## src/rtl/relay_seq_pkg.sv

```systemverilog
// relay_seq_pkg: shared sequencer types; the BREAK state exists only when RELAY_SEQ_MUTEX_EN is defined
package relay_seq_pkg;
  localparam int MAX_CH = 16;
  localparam int SETTLE_DEF = 16;
  typedef logic [$clog2(MAX_CH)-1:0] ch_idx_t;
  typedef enum logic [2:0] {
    IDLE,
    GRANT,
`ifdef RELAY_SEQ_MUTEX_EN
    BREAK,
`endif
    SETTLE,
    DONE
  } state_t;
endpackage

```

## src/rtl/relay_seq_ctrl_rr_arbiter.sv

```systemverilog
// rr_arbiter: combinational round-robin pick of the first request at or after ptr
module rr_arbiter #(
  parameter int N = 4,
  localparam int IW = $clog2(N)
) (
  input  logic [N-1:0]  req,
  input  logic [IW-1:0] ptr,
  output logic [N-1:0]  gnt,
  output logic [IW-1:0] idx,
  output logic          any
);
  always_comb begin
    idx = '0;
    for (int i = N - 1; i >= 0; i--)
      idx = req[IW'((int'(ptr) + i) % N)] ? IW'((int'(ptr) + i) % N) : idx;
  end
  assign any = |req;
  assign gnt = any ? N'(1) << idx : '0;
endmodule

```

## src/rtl/relay_seq_ctrl.sv

```systemverilog
// relay_seq_ctrl: round-robin relay coil sequencer with settle hold; RELAY_SEQ_MUTEX_EN adds break-before-make exclusivity
module relay_seq_ctrl
  import relay_seq_pkg::*;
#(
  parameter int N_CH = 4,
  parameter int SETTLE_CYC = SETTLE_DEF,
  parameter int CNT_W = 8,
  localparam int IW = $clog2(N_CH)
) (
  input  logic            clk,
  input  logic            rst_n,
  input  logic            req_valid,
  input  logic [IW-1:0]   req_ch,
  input  logic            req_on,
  output logic            req_ready,
  output logic [N_CH-1:0] coil_drv,
  output logic [N_CH-1:0] sw_state,
  output logic            busy,
  output logic            done,
  output logic [IW-1:0]   done_ch,
  output logic            err
);
  if (SETTLE_CYC < 1 || SETTLE_CYC > 2**CNT_W - 1) begin : g_bad_settle
    $error("SETTLE_CYC must lie in 1..2**CNT_W-1");
  end
  if (N_CH < 2 || N_CH > MAX_CH) begin : g_bad_nch
    $error("N_CH must lie in 2..16");
  end
  state_t state, nxt;
  logic [N_CH-1:0] pend, tgt, gnt, acc_oh;
  logic [IW-1:0] rr_ptr, cur, gidx, ent_idx;
  logic [CNT_W-1:0] cnt;
  logic accept, gany, cur_on, ent_on, cnt_zero, load;
  rr_arbiter #(.N(N_CH)) u_arb (.req(pend), .ptr(rr_ptr), .gnt(gnt), .idx(gidx), .any(gany));
  assign req_ready = int'(req_ch) < N_CH;
  assign accept = req_valid && req_ready;
  assign acc_oh = accept ? N_CH'(1) << req_ch : '0;
  assign cnt_zero = cnt == '0;
  assign ent_idx = state == GRANT ? gidx : cur;
  assign ent_on = state == GRANT ? tgt[gidx] : cur_on;
  assign busy = state != IDLE;
  assign done = state == DONE;
  assign done_ch = cur;
`ifdef RELAY_SEQ_MUTEX_EN
  logic [N_CH-1:0] brk;
  assign brk = sw_state & ~(state == GRANT ? gnt : N_CH'(1) << cur);
  assign load = nxt != state && (nxt == SETTLE || nxt == BREAK);
`else
  assign load = nxt != state && nxt == SETTLE;
`endif
  always_comb begin
    nxt = state;
    case (state)
      IDLE:   nxt = gany ? GRANT : IDLE;
      GRANT:  nxt = tgt[gidx] == sw_state[gidx] ? DONE :
`ifdef RELAY_SEQ_MUTEX_EN
                    tgt[gidx] && |brk ? BREAK :
`endif
                    SETTLE;
`ifdef RELAY_SEQ_MUTEX_EN
      BREAK:  nxt = cnt_zero ? SETTLE : BREAK;
`endif
      SETTLE: nxt = cnt_zero ? DONE : SETTLE;
      DONE:   nxt = IDLE;
      default: nxt = IDLE;
    endcase
  end
  always_ff @(posedge clk or negedge rst_n) begin
    if (!rst_n) begin
      state <= IDLE;
      pend <= '0;
      tgt <= '0;
      coil_drv <= '0;
      sw_state <= '0;
      rr_ptr <= '0;
      cur <= '0;
      cur_on <= 1'b0;
      cnt <= '0;
      err <= 1'b0;
    end else begin
      state <= nxt;
      err <= err | (req_valid & ~req_ready);
      // an accept to the channel being granted re-arms its pend bit
      pend <= (pend & ~(state == GRANT ? gnt : '0)) | acc_oh;
      tgt <= req_on ? tgt | acc_oh : tgt & ~acc_oh;
      if (state == GRANT) begin
        cur <= gidx;
        cur_on <= tgt[gidx];
        rr_ptr <= gidx == IW'(N_CH - 1) ? '0 : gidx + 1'b1;
      end
      if (nxt == SETTLE && state != SETTLE) coil_drv[ent_idx] <= ent_on;
`ifdef RELAY_SEQ_MUTEX_EN
      if (nxt == BREAK && state != BREAK) coil_drv <= coil_drv & ~brk;
      if (state == BREAK && nxt != BREAK) sw_state <= sw_state & ~brk;
`endif
      if (state == DONE) sw_state[cur] <= coil_drv[cur];
      cnt <= load ? CNT_W'(SETTLE_CYC - 1) : cnt_zero ? cnt : cnt - 1'b1;
    end
  end
endmodule

```

## config.mk

```make
export PLATFORM = sky130hd
export DESIGN_NAME = relay_seq_ctrl
export DESIGN_NICKNAME = d
export VERILOG_FILES = /design/src/rtl/relay_seq_pkg.sv /design/src/rtl/relay_seq_ctrl_rr_arbiter.sv /design/src/rtl/relay_seq_ctrl.sv
export SDC_FILE = /design/constraint.sdc
export NUM_CORES = 1
export LEC_CHECK = 0
export CAP_MARGIN = 30
export CORE_MARGIN = 10
export CORE_UTILIZATION = 30
export DETAILED_ROUTE_END_ITERATION = 7
export GPL_ROUTABILITY_DRIVEN = 0
export HOLD_SLACK_MARGIN = 0.05
export SYNTH_ARGS = -nofsm -noshare
export SYNTH_HDL_FRONTEND = slang
export SYNTH_HIERARCHICAL = 1
export SYNTH_SLANG_ARGS = --single-unit
export TNS_END_PERCENT = 10
```

## constraint.sdc

```tcl
create_clock -name clk -period 2.7 [get_ports clk]
set_input_delay 0.27 -clock clk [delete_from_list [all_inputs] [get_ports clk]]
set_output_delay 0.27 -clock clk [all_outputs]
set_load 0.05 [all_outputs]
```

# Word level (Yosys, flattened, before mapping)
# Cells that the tools add are included.
[totals]
reg_bits = 31
inputBits = 6
word_cells = 89
[classes]
add_sub_neg = 5
order_cmp = 9
eq_ne = 9
n_shift = 2
n_mux = 41
n_bitwise = 6
n_reduce_logical = 8
[op_table]
columns = ["cell", "n"]
rows = [
  ["$mux W1", 17],
  ["$lt A2 B4 Y1 const B", 4],
  ["$mux W4", 4],
  ["$mux W8", 2],
  ["$bmux W1 S2", 7],
  ["$mux W2", 6],
  ["$lt A2 B3 Y1 const B", 3],
  ["$and A4 B4 Y4", 2],
  ["$bwmux W4", 2],
  ["$eq A2 B2 Y1 const B", 4],
  ["$logic_not A8 Y1", 1],
  ["$not A4 Y4", 2],
  ["$or A4 B4 Y4", 2],
  ["$shl A1 B2 Y4 const A", 2],
  ["$sub A8 B1 Y8 const B", 1],
  ["$pmux W2 S3", 1],
  ["$add A2 B1 Y2 const B", 2],
  ["$add A2 B2 Y2 const B", 2],
  ["$demux W1 S2", 2],
  ["$ge A2 B1 Y1 const B", 2],
  ["$logic_and A1 B1 Y1", 4],
  ["$reduce_or A4 Y1", 1],
  ["$logic_not A3 Y1", 1],
  ["$reduce_bool A3 Y1", 1],
  ["5 further kinds", 5],
]

# Depth between registers and ports, before layout
[depth]
word_depth = 16
depth_mapped = 9
depth_no_buf = 8

# Modules after synthesis
# The synthesis kept the hierarchy.
[by_module_without_submodules]
columns = ["module", "n_inst", "cells_each", "area_per_inst_um2", "seq_area_each_um2"]
rows = [
  ["relay_seq_ctrl", 1, 147, 1691.6, 775.7],
  ["rr_arbiter", 1, 34, 219.0, 0.0],
]

# Worst setup path before layout
# No wires, ideal clock.
[synth_path]
path_kind = "register to register"
startpoint = "reg pend[0]"
endpoint = "reg coil_drv[0]"
arrival_time_ps = 2139
required_time_ps = 2575
setup_slack_ps = 436
path_stages_with_launch = 8
n_path_buf = 1
synth_period_minus_slack_ps = 2264
cell_sequence = "dfrtp_1 > buf_6 > nor2b_4 > o21ai_1 > nor3b_2 > mux4_2 > mux2_2 > mux2_2"
[synth_rtl]
columns = ["item", "line_no", "source"]
rows = [
  ["start, declared", "relay_seq_ctrl.sv:30", "logic [N_CH-1:0] pend, tgt, gnt, acc_oh;"],
  ["start signal, assigned", "relay_seq_ctrl.sv:84", "pend <= (pend & ~(state == GRANT ? gnt : '0)) | acc_oh;"],
  ["$bmux W1 S2", "relay_seq_ctrl_rr_arbiter.sv:15", "idx = req[IW'((int'(ptr) + i) % N)] ? IW'((int'(ptr) + i) % N) : idx;"],
  ["$mux W1 (implied by the code) (2 in series)", "relay_seq_ctrl_rr_arbiter.sv:15", ""],
  ["$mux W2 (3 in series)", "relay_seq_ctrl_rr_arbiter.sv:15", ""],
  ["$mux W2 *", "relay_seq_ctrl_rr_arbiter.sv:15", ""],
  ["named net gidx[0]", "relay_seq_ctrl.sv:31", "logic [IW-1:0] rr_ptr, cur, gidx, ent_idx;"],
  ["$bmux W1 S2 *", "relay_seq_ctrl.sv:40", "assign ent_on = state == GRANT ? tgt[gidx] : cur_on;"],
  ["$mux W1 (implied by the code) *", "relay_seq_ctrl.sv:40", ""],
  ["$mux W1 *", "-", ""],
  ["named net ent_on", "relay_seq_ctrl.sv:33", "logic accept, gany, cur_on, ent_on, cnt_zero, load;"],
  ["$bwmux W4 *", "relay_seq_ctrl.sv:91", "if (nxt == SETTLE && state != SETTLE) coil_drv[ent_idx] <= ent_on;"],
  ["end signal, assigned by index", "relay_seq_ctrl.sv:91", ""],
  ["end, declared", "relay_seq_ctrl.sv:16", "output logic [N_CH-1:0] coil_drv,"],
]
# Mark *: on every way through the listed nets, which the timed path passes. The rest lies on a longest branch. The select of a mux whose other input is x is not followed.
# A chain may end at the register's enable or synchronous reset.

# Final worst setup path
[layout_path]
startpoint = "reg state[0]"
endpoint = "out done"
[layout_between]
elab_chain_cells = 1
[layout_lines]
columns = ["item", "line_no", "source"]
rows = [
  ["start, declared", "relay_seq_ctrl.sv:29", "state_t state, nxt;"],
  ["start signal, assigned", "relay_seq_ctrl.sv:81", "state <= nxt;"],
  ["$eq A2 B2 Y1", "relay_seq_ctrl.sv:42", "assign done = state == DONE;"],
  ["end, declared", "relay_seq_ctrl.sv:19", "output logic done,"],
]
# No other way between the ends.

==> flow_summary.toml <==
[detailed_routing]
drc_errors = 0
ant_nets = 0
viasPerCell = 4.98
firstDrtPassIters = 4
drt-total-wl_um = 3990
vias = 1375
drtIter0Drc = 110
routedWlPerCell_um = 14.4

[flow_run]
drv_cap = 0

[floorplanning]
num_rows = 29
die_w_um = 99.8
fp.dieH_um = 99.8
io_pins = 20
start_util_pct = 30.4
coreArea_um2 = 6280
dieArea_um2 = 9960

[global_route]
grt_max_degree = 32
grt_pass1_vias = 1368
grt.total_usage_pct = 8.36
grt_pass1_wl_um = 6850
grt_overflow = 0
antenna_found_initial = 0

[logic_synthesis]
synth_compound_area_share_pct = 16.0
yosys.area_share.simple_pct = 16.0
synthTopCellsByArea = "dfrtp_1 41%, mux2_2 8.8%, ha_1 4.6%, xnor2_1 4.1%, nand2_1 2.9%"
syn_nets = 194
synth_cell_type_count = 50
yosys.area_share.xor_xnor_pct = 4.13
syn_inst = 181
yosysWarningCount = 6
ys_ff_latch = 31
syn_area_um2 = 1910
seq_area_frac_synth_pct = 40.6
synth-edff-count = 0
synth_adder_area_share_pct = 4.58
yosysMostFrequentCell = "dfrtp_1"
yosys.area.top_type = "dfrtp_1"
synth_mux_area_share_pct = 13.0
ys_async_sr_fraction_pct = 100
synth_top_family_by_area = "compound AO/OA/AOI/OAI gates"
ys.flop_type = "dfrtp_1"
post-synth-top-area-fraction_pct = 40.6
syn_area_per_cell_um2 = 10.6
synthTopCellsByCount = "31 x dfrtp_1, 15 x mux2_2, 15 x nand2_1"

[timing]
clock_skew_ns = 0.00446
setup_tns_ns = 0
max_freq_mhz = 432
worst_pin_slew_ns = 0.624
setup_slack_ns = 0.386
finalCritPeriodShare_pct = 85.7
hold_viol_final = 0
slew_headroom_pct = 58.0
whs_ns = 0.383
rsz0062_at_grt = "no"
maxSlewViolCount = 0
setup_violations = 0
fin_crit_ns = 2.31

[setup_path]
path_cells = "ha_1 > clkdlybuf4s50_1"
cp.arrival_ns = 2.04
critPathBufInv = 1
slowest_stage = "clkdlybuf4s50_1"
path_max_fanout = 11
crit_required_ns = 2.43
start_kind = "flip-flop"
path_class = "flip-flop to output pin"
critPathMaxStageDelay_ns = 0.90
cpLargestDelayFamily = "buffers and inverters"
endpoint_kind = "output pin"

[pwr]
switchingPower_mw = 1.45
power_frac_seq_pct = 30.1
swShare_pct = 46.9
finalPower_mw = 3.09
power_density_nw_per_um2 = 1380
clockPowerShare_pct = 13.0
ir_worst_vdd_v = 0.000743
comb_power_share_pct = 56.9
leakage_nw = 0.894
p_int_mw = 1.64

[place]
post-dp-hpwl_um = 2860
place_ws_ns = 0.415
io_buffers = 17

[clock_tree]
cts_tree = "yes"
ctsHoldBuffers = 0
cts_root_buf = "clkbuf_8"
clock_latency_ns = 0.28
clk_pin_slew_worst_paths_ns = 0.07
cts_buffers = 5
cts.repair.resized = 0
cts_buffer_depth = 2
clock_sinks = 31
cts_setup_buffers = 0
h-tree-depth = 2

[run_status]
status = "complete, no violations"

[finish]
finalNetCount = 211
drive_gt1_share_pct = 20.1
area_growth_pct = 16.7
diodes = 0
fill_cells = 642

[worst_hold_path]
hold_class = "input pin to async pin"
==> layer usage <==
metal	wire length, um	track usage (%)	up-vias
li1	-	-	679
met1	1890	10.8	664
met2	1820	12.3	27
met3	203	2.34	5
met4	78	4.63	0
met5	0	0	-
==> worst reg2reg max path, stage by stage, from the launching register on <==
cell     delay, ns
dfrtp_1       0.48
nor2b_4       0.18
o21ai_0       0.16
o21a_1        0.24
mux4_2        0.62
o21ai_1       0.18
mux2_2        0.34
==> cell families (layout without fill, tap and decap cells) <==
logic type / Yosys count / after routing
buffers and inverters: 19 / 37
and+or+nand+nor: 51 / 51
muxes: 20 / 20
AOI/OAI and AO/OA: 42 / 42
adders and majority gates: 7 / 7
other: 2 / 2
DFF: 31 / 31
xor gates and xnor gates: 9 / 9
==> cells in the final DEF, fill, tap and decap left out, types with 3 or more instances in the layout <==
cell type,count
dfrtp_1,31
clkdlybuf4s50_1,17
nand2_1,15
mux2_2,15
nor2_1,11
a21oi_1,11
xnor2_1,9
inv_1,7
o21ai_1,7
ha_1,7
clkbuf_8,7
o21ai_0,4
nand4_1,4
o2111ai_1,4
inv_2,3
a21o_1,3
nand2b_1,3
==> cell type report <==
type                    instances  area [um2]  area share [%]
clock buffers                   8         100            4.49
repair buffers                 19         185            8.31
multi-input cells             131        1030            46.4
flip-flops and latches         31         776            34.8
well taps                      77        96.3            4.32
inverters                      10        37.5            1.68
==> per-stage QoR <==
| step | area (um2) | instances | util (%) |
|---|---|---|---|
| 2_1_floorplan | 1910 | 181 | - |
| 5_1_grt | 2230 | 276 | 35.5 |
| 6_report | 2230 | 276 | 35.5 |
| 4_1_cts | 2230 | 276 | 35.5 |
| 3_5_place_dp | 2130 | 268 | 33.9 |
| 3_3_place_gp | 2130 | 268 | 33.9 |
==> path summary, 6_finish.rpt <==
path,startpoint,endpoint,slack (ns),depth (start not counted)
worst max-delay path,state[0]$_DFF_PN0_,done,0.39,2
worst min-delay path,rst_n,rr_ptr[1]$_DFFE_PN0N_,0.38,2
worst max register to register,pend[0]$_DFF_PN0_,coil_drv[1]$_DFFE_PN0P_,0.39,6
worst min register to register,coil_drv[1]$_DFFE_PN0P_,sw_state[1]$_DFFE_PN0P_,0.54,1
max in group asynchronous,rst_n,coil_drv[1]$_DFFE_PN0P_,2.03,2
min in group clk,coil_drv[1]$_DFFE_PN0P_,sw_state[1]$_DFFE_PN0P_,0.54,1
==> power groups by stage <==
stage | logic, mW | clock network [mW] | registers (mW)
5_1_grt | 1.92 | 0.437 | 0.970
6_report | 1.75 | 0.401 | 0.930
2_1_floorplan | 1.19 | 0 | 1.08
4_1_cts | 1.77 | 0.413 | 0.933
3_3_place_gp | 1.75 | 0 | 0.939
3_5_place_dp | 1.77 | 0 | 0.939
Note: power is estimated with default switching activity, not from simulation.
